===== src/rtl/node_pkg.sv =====
// Shared definitions for the node run sequencer.
//   node_state_e     : sequencer FSM states
//   OUTST_CNT_WIDTH  : width of the outstanding AXI transaction counter
//   OUTST_CNT_MAX    : saturation ceiling of that counter
package node_pkg;

    localparam int OUTST_CNT_WIDTH = 4;
    localparam logic [OUTST_CNT_WIDTH-1:0] OUTST_CNT_MAX = '1;

    typedef enum logic [2:0] {
        ST_IDLE     = 3'd0,
        ST_RST_HOLD = 3'd1,
        ST_RUN      = 3'd2,
        ST_DRAIN    = 3'd3,
        ST_STOP     = 3'd4
    } node_state_e;

endpackage


===== src/rtl/axi_outstanding_cnt.sv =====
// Outstanding AXI transaction counter for the core-side bridge.
// Each cycle the count moves by (aw_hs + ar_hs) - (b_hs + r_hs), with all
// four pulses netted together, and is clamped to [0, OUTST_CNT_MAX].
// Ports:
//   clk, res_n         : clock, asynchronous active-low reset
//   clr                : synchronous clear (wins over any handshakes)
//   aw_hs, ar_hs       : address handshakes (increment)
//   b_hs, r_hs         : response handshakes (decrement)
//   count              : registered outstanding count
module axi_outstanding_cnt
    import node_pkg::*;
(
    input  logic                       clk,
    input  logic                       res_n,
    input  logic                       clr,
    input  logic                       aw_hs,
    input  logic                       ar_hs,
    input  logic                       b_hs,
    input  logic                       r_hs,
    output logic [OUTST_CNT_WIDTH-1:0] count
);

    // Two spare bits hold the overshoot past the ceiling before clamping.
    localparam int SW = OUTST_CNT_WIDTH + 2;

    logic [OUTST_CNT_WIDTH-1:0] count_reg;
    logic [OUTST_CNT_WIDTH-1:0] count_next;
    logic [1:0]                 incr;
    logic [1:0]                 decr;
    logic [SW-1:0]              up_sum;
    logic [SW-1:0]              diff;

    always_comb begin
        incr   = {1'b0, aw_hs} + {1'b0, ar_hs};
        decr   = {1'b0, b_hs} + {1'b0, r_hs};
        up_sum = {2'b00, count_reg} + {{(SW-2){1'b0}}, incr};
        diff   = '0;
        count_next = count_reg;
        // Unsigned compare first so the subtraction can never wrap below 0.
        if (up_sum < {{(SW-2){1'b0}}, decr}) begin
            count_next = '0;
        end else begin
            diff = up_sum - {{(SW-2){1'b0}}, decr};
            if (diff > {2'b00, OUTST_CNT_MAX}) begin
                count_next = OUTST_CNT_MAX;
            end else begin
                count_next = diff[OUTST_CNT_WIDTH-1:0];
            end
        end
        if (clr) begin
            count_next = '0;
        end
    end

    always_ff @(posedge clk or negedge res_n) begin
        if (!res_n) begin
            count_reg <= '0;
        end else begin
            count_reg <= count_next;
        end
    end

    assign count = count_reg;

endmodule


===== src/rtl/node_run_sequencer.sv =====
// Run sequencer for a gated compute core sharing an AXI bridge.
// Sequence: IDLE -> RST_HOLD (clock on, core in reset) -> RUN -> DRAIN
// (wait for outstanding AXI traffic, bounded) -> STOP (done pulse) -> IDLE.
// Ports:
//   clk, res_n            : clock, asynchronous active-low reset
//   start, start_offset   : task start request and its memory offset
//   fin, abort            : core finished / stop early
//   aw_hs, ar_hs, b_hs, r_hs : core-side AXI handshake pulses
//   clk_en, core_res_n    : clock-gater enable, core reset (active-low)
//   bus_sel               : 1 = core owns the bridge
//   axi_offset            : offset latched at start
//   busy, done, timeout   : status; timeout accompanies done on a forced stop
//   run_cycles            : cycles spent in RUN for the last/current task
// All outputs come straight from flops, so no input reaches an output
// combinationally.
`ifndef AXI_ADDR_WIDTH
`define AXI_ADDR_WIDTH 32
`endif

module node_run_sequencer
    import node_pkg::*;
#(
    parameter int RESET_CYCLES  = 4,
    parameter int DRAIN_TIMEOUT = 255,
    parameter int ADDR_WIDTH    = `AXI_ADDR_WIDTH,
    parameter int CNT_WIDTH     = 32
) (
    input  logic                  clk,
    input  logic                  res_n,
    input  logic                  start,
    input  logic [ADDR_WIDTH-1:0] start_offset,
    input  logic                  fin,
    input  logic                  abort,
    input  logic                  aw_hs,
    input  logic                  ar_hs,
    input  logic                  b_hs,
    input  logic                  r_hs,
    output logic                  clk_en,
    output logic                  core_res_n,
    output logic                  bus_sel,
    output logic [ADDR_WIDTH-1:0] axi_offset,
    output logic                  busy,
    output logic                  done,
    output logic                  timeout,
    output logic [CNT_WIDTH-1:0]  run_cycles
);

    localparam int HOLD_W  = $clog2(RESET_CYCLES + 1);
    localparam int DRAIN_W = $clog2(DRAIN_TIMEOUT + 1);
    localparam logic [HOLD_W-1:0]  HOLD_LAST  = HOLD_W'(RESET_CYCLES - 1);
    localparam logic [DRAIN_W-1:0] DRAIN_LAST = DRAIN_W'(DRAIN_TIMEOUT - 1);

    node_state_e                state_reg, state_next;
    logic [HOLD_W-1:0]          hold_cnt_reg, hold_cnt_next;
    logic [DRAIN_W-1:0]         drain_cnt_reg, drain_cnt_next;
    logic                       drain_expired;
    logic                       start_accept;
    logic [OUTST_CNT_WIDTH-1:0] outst_cnt;

    logic                  clk_en_reg;
    logic                  core_res_n_reg;
    logic                  bus_sel_reg;
    logic [ADDR_WIDTH-1:0] axi_offset_reg;
    logic                  busy_reg;
    logic                  done_reg;
    logic                  timeout_reg;
    logic [CNT_WIDTH-1:0]  run_cycles_reg;

    axi_outstanding_cnt u_outst_cnt (
        .clk   (clk),
        .res_n (res_n),
        .clr   (start_accept),
        .aw_hs (aw_hs),
        .ar_hs (ar_hs),
        .b_hs  (b_hs),
        .r_hs  (r_hs),
        .count (outst_cnt)
    );

    always_comb begin
        state_next     = state_reg;
        hold_cnt_next  = hold_cnt_reg;
        drain_cnt_next = drain_cnt_reg;
        drain_expired  = 1'b0;
        start_accept   = 1'b0;
        case (state_reg)
            ST_IDLE: begin
                if (start) begin
                    start_accept  = 1'b1;
                    hold_cnt_next = '0;
                    state_next    = ST_RST_HOLD;
                end
            end
            ST_RST_HOLD: begin
                // Abort wins over hold completion; the core never ran, so
                // there is nothing to drain.
                if (abort) begin
                    state_next = ST_STOP;
                end else if (hold_cnt_reg == HOLD_LAST) begin
                    state_next = ST_RUN;
                end else begin
                    hold_cnt_next = hold_cnt_reg + HOLD_W'(1);
                end
            end
            ST_RUN: begin
                if (fin || abort) begin
                    drain_cnt_next = '0;
                    state_next     = ST_DRAIN;
                end
            end
            ST_DRAIN: begin
                // Uses the registered count: a response landing this cycle
                // is seen one cycle later.
                if (outst_cnt == '0) begin
                    state_next = ST_STOP;
                end else if (drain_cnt_reg == DRAIN_LAST) begin
                    drain_expired = 1'b1;
                    state_next    = ST_STOP;
                end else begin
                    drain_cnt_next = drain_cnt_reg + DRAIN_W'(1);
                end
            end
            ST_STOP: begin
                state_next = ST_IDLE;
            end
            default: begin
                state_next = ST_IDLE;
            end
        endcase
    end

    // Output flops are loaded from state_next so they line up with state_reg.
    always_ff @(posedge clk or negedge res_n) begin
        if (!res_n) begin
            state_reg      <= ST_IDLE;
            hold_cnt_reg   <= '0;
            drain_cnt_reg  <= '0;
            clk_en_reg     <= 1'b0;
            core_res_n_reg <= 1'b0;
            bus_sel_reg    <= 1'b0;
            axi_offset_reg <= '0;
            busy_reg       <= 1'b0;
            done_reg       <= 1'b0;
            timeout_reg    <= 1'b0;
            run_cycles_reg <= '0;
        end else begin
            state_reg      <= state_next;
            hold_cnt_reg   <= hold_cnt_next;
            drain_cnt_reg  <= drain_cnt_next;
            clk_en_reg     <= (state_next == ST_RST_HOLD) || (state_next == ST_RUN) ||
                              (state_next == ST_DRAIN);
            bus_sel_reg    <= (state_next == ST_RST_HOLD) || (state_next == ST_RUN) ||
                              (state_next == ST_DRAIN);
            core_res_n_reg <= (state_next == ST_RUN) || (state_next == ST_DRAIN);
            busy_reg       <= (state_next != ST_IDLE);
            done_reg       <= (state_next == ST_STOP);
            if (start_accept) begin
                axi_offset_reg <= start_offset;
                run_cycles_reg <= '0;
                timeout_reg    <= 1'b0;
            end else begin
                if ((state_reg == ST_RUN) && (run_cycles_reg != '1)) begin
                    run_cycles_reg <= run_cycles_reg + CNT_WIDTH'(1);
                end
                if (drain_expired) begin
                    timeout_reg <= 1'b1;
                end
            end
        end
    end

    assign clk_en     = clk_en_reg;
    assign core_res_n = core_res_n_reg;
    assign bus_sel    = bus_sel_reg;
    assign axi_offset = axi_offset_reg;
    assign busy       = busy_reg;
    assign done       = done_reg;
    assign timeout    = timeout_reg;
    assign run_cycles = run_cycles_reg;

endmodule


===== config.mk =====
export PLATFORM = sky130hd
export DESIGN_NAME = node_run_sequencer
export DESIGN_NICKNAME = d
export VERILOG_FILES = /design/src/rtl/node_pkg.sv /design/src/rtl/axi_outstanding_cnt.sv /design/src/rtl/node_run_sequencer.sv
export SDC_FILE = /design/constraint.sdc
export NUM_CORES = 1
export LEC_CHECK = 0
export ABC_CLOCK_PERIOD_IN_PS = 2700
export CELL_PAD_IN_SITES_DETAIL_PLACEMENT = 2
export CELL_PAD_IN_SITES_GLOBAL_PLACEMENT = 2
export CORE_UTILIZATION = 29
export CTS_CLUSTER_DIAMETER = 40
export DETAILED_ROUTE_END_ITERATION = 7
export GPL_TIMING_DRIVEN = 0
export HOLD_SLACK_MARGIN = 0.06
export PLACE_DENSITY = 0.87
export SYNTH_ARGS = -nofsm -noshare
export SYNTH_HDL_FRONTEND = slang
export SYNTH_HIERARCHICAL = 1
export SYNTH_SLANG_ARGS = --single-unit

===== constraint.sdc =====
create_clock -name clk -period 2.7 [get_ports clk]
set_input_delay 0.675 -clock clk [delete_from_list [all_inputs] [get_ports clk]]
set_output_delay 0.675 -clock clk [all_outputs]
set_load 0.02 [all_outputs]

-- Yosys cells after proc, flatten, opt, wreduce, memory -nomap -nowiden
Cells that the tools add are included.
- eq/ne operators: 16
- magnitude comparators: 2
- reductions and logical operators: 14
- multiplexer cells: 27
- $add $sub $neg: 7
- operators by type and width (kind ; count):
    $mux W32 ; 2
    $add A32 B1 Y32 const B ; 1
    $ne A32 B32 Y1 const B ; 1
    $mux W3 ; 9
    $mux W8 ; 3
    $pmux W8 S2 ; 1
    $eq A3 B2 Y1 const B ; 5
    $mux W4 ; 3
    $ne A2 B2 Y1 const B ; 6
    $pmux W3 S4 ; 1
    $add A8 B1 Y8 const B ; 1
    $eq A8 B8 Y1 const B ; 1
    $reduce_and A4 Y1 ; 2
    $reduce_bool A2 Y1 ; 4
    $mux W1 ; 7
    $eq A3 B1 Y1 const B ; 2
    $gt A6 B4 Y1 const B ; 1
    $lt A6 B2 Y1 ; 1
    $pmux W3 S2 ; 1
    $sub A6 B2 Y6 ; 1
    $add A4 B2 Y5 ; 1
    $add A1 B1 Y2 ; 2
    $logic_not A4 Y1 ; 1
    $logic_or A1 B1 Y1 ; 4
    5 further kinds ; 5
- register bits: 87
- input bits: 41
- output and inout bits: 70
- logic and storage cells: 77

-- Longest topological paths before layout
- depth after elaboration: 7
- mapped depth: 9
- mapped depth without buffers: 9

-- Cells and area by module
Netlist, hierarchy kept.
- by module, submodules not included (module ; cells each ; area each (sq um) ; seq. area each (sq um) ; instances):
    node_run_sequencer ; 429 ; 3945.0 ; 2077.0 ; 1
    axi_outstanding_cnt ; 40 ; 366.6 ; 100.1 ; 1

-- Worst setup path before layout
No wires, ideal clock.
- path kind: input to register
- start: in aw_hs
- end: reg u_outst_cnt.count_reg[0] (netlist: u_outst_cnt/count[0])
- arrival: 2397 ps
- library setup time: 77 ps
- required time: 2623 ps
- cell stages on the path: 9
- slack: 226 ps
- cell sequence: inv_1 > fa_1 > inv_1 > ha_1 > ha_1 > and2b_1 > nor3_2 > a32oi_1 > a21oi_1
- word-level cells in the longest chain between the ends: 7
- ends and longest elaborated chain (element ; line ; RTL):
    start: declaration ; node_run_sequencer.sv:34 ; input logic aw_hs,
    $add A1 B1 Y2 (*) ; axi_outstanding_cnt.sv:34 ; incr = {1'b0, aw_hs} + {1'b0, ar_hs};
    $add A4 B2 Y5 (*) ; axi_outstanding_cnt.sv:36 ; up_sum = {2'b00, count_reg} + {{(SW-2){1'b0}}, incr};
    $sub A6 B2 Y6 ; axi_outstanding_cnt.sv:43 ; diff = up_sum - {{(SW-2){1'b0}}, decr};
    $gt A6 B4 Y1 ; axi_outstanding_cnt.sv:44 ; if (diff > {2'b00, OUTST_CNT_MAX}) begin
    $mux W4 ; axi_outstanding_cnt.sv:44 ;
    $mux W4 (*) ; axi_outstanding_cnt.sv:40 ; if (up_sum < {{(SW-2){1'b0}}, decr}) begin
    $mux W4 (*) ; axi_outstanding_cnt.sv:50 ; if (clr) begin
    named net u_outst_cnt.count_next[0] ; axi_outstanding_cnt.sv:27 ; logic [OUTST_CNT_WIDTH-1:0] count_next;
    end signal: assignment ; axi_outstanding_cnt.sv:59 ; count_reg <= count_next;
    end: declaration ; axi_outstanding_cnt.sv:26 ; logic [OUTST_CNT_WIDTH-1:0] count_reg;
Mark *: on every way through the listed nets, which the timed path passes. The rest lies on a longest branch.
A chain may end at the register's enable or synchronous reset.

-- Worst setup path in the final report
- start: reg run_cycles_reg[1] (netlist: run_cycles[1])
- end: reg run_cycles_reg[11] (netlist: run_cycles[11])
- word-level cells in the longest chain between the ends: 3
- ends and longest elaborated chain (element ; line ; RTL):
    start: declaration ; node_run_sequencer.sv:67 ; logic [CNT_WIDTH-1:0] run_cycles_reg;
    start signal: assignment ; node_run_sequencer.sv:163 ; run_cycles_reg <= run_cycles_reg + CNT_WIDTH'(1);
    $add A32 B1 Y32 or $ne A32 B32 Y1 (tied branches) ; node_run_sequencer.sv:163, node_run_sequencer.sv:162 ;
    $mux W32 or $logic_and A1 B1 Y1 (tied branches) ; node_run_sequencer.sv:162 ; if ((state_reg == ST_RUN) && (run_cycles_reg != '1)) begin
    $mux W32 or $reduce_bool A2 Y1 (tied branches) ; n/a ;
Several ways; a longest one is shown, not always the timed one. The select of a mux whose other input is x is not followed.

==> flow_summary_export.csv <==
group,metric,value,unit
outcome,status,"completed",
timing,max_clock_freq,393,MHz
setup_path,endpoint_kind,"flip-flop",
placement,port-buffer-count,110,
global_route,met1_usage,0.221,
setup_path,start_kind,"flip-flop",
final_layout,n_fill_cell,1607,
route,drc_errors,0,
clock_tree,cts_tree,"done",
clock_tree,clkSinkCount,87,
logic_synthesis,synth_largest_area_cell,"dfrtp_1",
final_layout,stdcell_area,0.00603,mm^2
logic_synthesis,yosys.area_share.xor_xnor,0.0160,
global_route,grt_pass1_vias,4437,
clock_tree,clk_latency,350,ps
timing,worst_slew_pin_slew,763,ps
timing,setup_viol,0,
global_route,grt_remaining_overflow,0,
clock_tree,numCtsBuffers,9,
final_layout,final_cell_mix,"nand2_1, clkdlybuf4s50_1, dfrtp_1, a21oi_1, o21ai_0",
logic_synthesis,synth_cell_types,55,
global_route,antenna_found_initial,0,
logic_synthesis,synth-compound-area-share,0.119,
logic_synthesis,synth_top_family_by_area,"simple AND/OR/NAND/NOR gates",
logic_synthesis,synth_top_area_share,0.505,
logic_synthesis,synthesis.nets,521,
final_layout,layout_commonest_cell,"nand2_1",
logic_synthesis,avgSynthCellArea,9.19,um^2
clock_tree,hold_buffers,0,
placement,dpl.hpwl,9960,um
floorplan,rows,44,
logic_synthesis,synth_edf_count,0,
global_route,met2_usage,0.324,
route,num_vias,4026,
floorplan,die_h,124,um
route,dr.first_iter.drc_count,174,
job,maxCapViolCount,0,
power,power.density,914,mW/mm^2
logic_synthesis,synth_adder_area_share,0.0354,
logic_synthesis,synthTopCellsByArea,"dfrtp_1, nand2_1, a21oi_1, o21ai_0, or3_1",
route,wl_per_cell,17.3,um
min_path,hold_path.class,"in2async",
final_layout,area_growth,39.9,%
power,leakagePower,2.58,nW
clock_tree,htree_levels,3,
logic_synthesis,synthMuxAreaShare,0.00725,
logic_synthesis,ys_async_sr_fraction,1.00,
global_route,grt_pass1_wl,22000,um
placement,post_dp_cell_area,0.00567,mm^2
global_route,grt_util_met3,0.0462,
setup_path,crit_arrival,2800,ps
logic_synthesis,yosys.area_share.simple,0.281,
final_layout,drive_gt1_frac,0.0938,
route,antenna_left,0,
placement,dp_slack,-497,ps
setup_path,crit_type,"reg2reg",
floorplan,die_area,0.0154,mm^2
logic_synthesis,synth_seq_cells,87,
global_route,grt_max_degree,51,
setup_path,cp.required,2960,ps
timing,finalHoldViolations,0,
final_layout,n_antenna_cell,0,
global_route,gr-max-usage-layer,"met2",
setup_path,r2r_slack,160,ps
route,vias_per_cell,5.15,
logic_synthesis,yosys_warnings,6,
final_layout,fin_util,0.415,
route,first_pass_iters,4,
floorplan,coreArea,0.0145,mm^2
placement,place_congestion,0.715,
timing,finalCritPeriodShare,0.942,
setup_path,critPathMaxFanout,6,
clock_tree,clk_pin_slew,60,ps
timing,fin_ws,156,ps
logic_synthesis,ys_seq_area_frac,0.505,
floorplan,initial_core_util,0.297,
timing,fin_crit,2540,ps
timing,finalMaxSlewViolations,0,
floorplan,die_w,124,um
logic_synthesis,synthFlopType,"dfrtp_1",
clock_tree,clock-root-buffer,"clkbuf_16",
timing,max-slew-margin-rel,0.488,
global_route,globalRouteTotalUtil,0.185,
route,wl,13500,um
timing,rsz0062_at_grt,"no",
final_layout,nets,644,
timing,skew,3.85,ps
floorplan,io_pins,111,
logic_synthesis,netlist_area,0.00431,mm^2
clock_tree,cts_buffer_depth,2,
power,ir_drop,0.432,mV
logic_synthesis,syn_inst,469,
## worst paths after layout
check / startpoint / to / cells past startpoint
worst min-delay path: res_n / axi_offset[28]$_DFFE_PN0P_ / 1
worst min register to register: axi_offset[2]$_DFFE_PN0P_ / axi_offset[2]$_DFFE_PN0P_ / 2
worst max-delay path: run_cycles[1]$_DFFE_PN0P_ / run_cycles[11]$_DFFE_PN0P_ / 6
max in group asynchronous: res_n / drain_cnt_reg[3]$_DFFE_PN0P_ / 2
min in group clk: axi_offset[2]$_DFFE_PN0P_ / axi_offset[2]$_DFFE_PN0P_ / 2
worst max register to register: run_cycles[1]$_DFFE_PN0P_ / run_cycles[11]$_DFFE_PN0P_ / 6
## worst max-delay path, stage by stage (launching register included)
cell	delay (ps)
dfrtp_1	450
ha_1	260
nand4_1	340
or3_2	630
o311ai_2	420
o21ai_0	170
a21oi_1	180
## metrics by stage
stage	total power (W)	std cells	hold slack [ps]	setup TNS, ps
after floorplan	0.00315	469	379	0
after detailed placement	0.00419	764	474	-1890
after CTS	0.00556	780	325	0
after global routing	0.00589	781	340	0
after global placement	0.00403	763	459	-209670
final	0.00552	781	307	0
## layer usage
metal,routed length [um],vias up
met3,461,22
li1,-,1887
met1,5680,2055
met4,244,0
met2,7100,62
met5,0,-
## Yosys cell counts, types with 6 or more instances
cell	count
or3_1	19
nand4_1	12
o21ai_0	26
inv_1	18
nor3_1	6
nand2_1	126
ha_1	9
o211ai_1	7
o31ai_1	13
a21oi_1	28
nor2_1	16
dfrtp_1	87
nand3_1	17
clkbuf_1	9
## report_power, final
part / switching [W] / internal (W) / leakage (nW)
logic: 0.00128 / 0.000975 / 1.29
registers: 0.000279 / 0.00168 / 1.13
clock network: 0.000515 / 0.000790 / 0.156
## kinds of logic (layout without fill, tap and decap cells)
kind of cell / count (synthesis) / in the layout
buf+inv: 36 / 164
xor+xnor: 7 / 7
fa+ha+maj: 11 / 11
flops: 87 / 87
mux: 3 / 3
compound gates: 86 / 86
simple gates: 239 / 239
## layout make-up
type                            count  area (um^2)  share of cell area
Sequential cell                    87         2180               0.361
Multi-Input combinational cell    346         2020               0.335
Timing Repair Buffer              112         1140               0.189
Clock buffer                       13          270              0.0448
Tap cell                          184          230              0.0382
Buffer                             17         85.1              0.0141
Inverter                           19         71.3              0.0118
Clock inverter                      3         40.0             0.00664
## what timing repair did
action,4_1_cts,5_1_grt
setup buffers,0,1
gates cloned,0,0
gates resized for setup,4,7
endpoints found under the setup margin,5,5
pin swaps,4,7
Note: power is estimated with default switching activity, not from simulation.
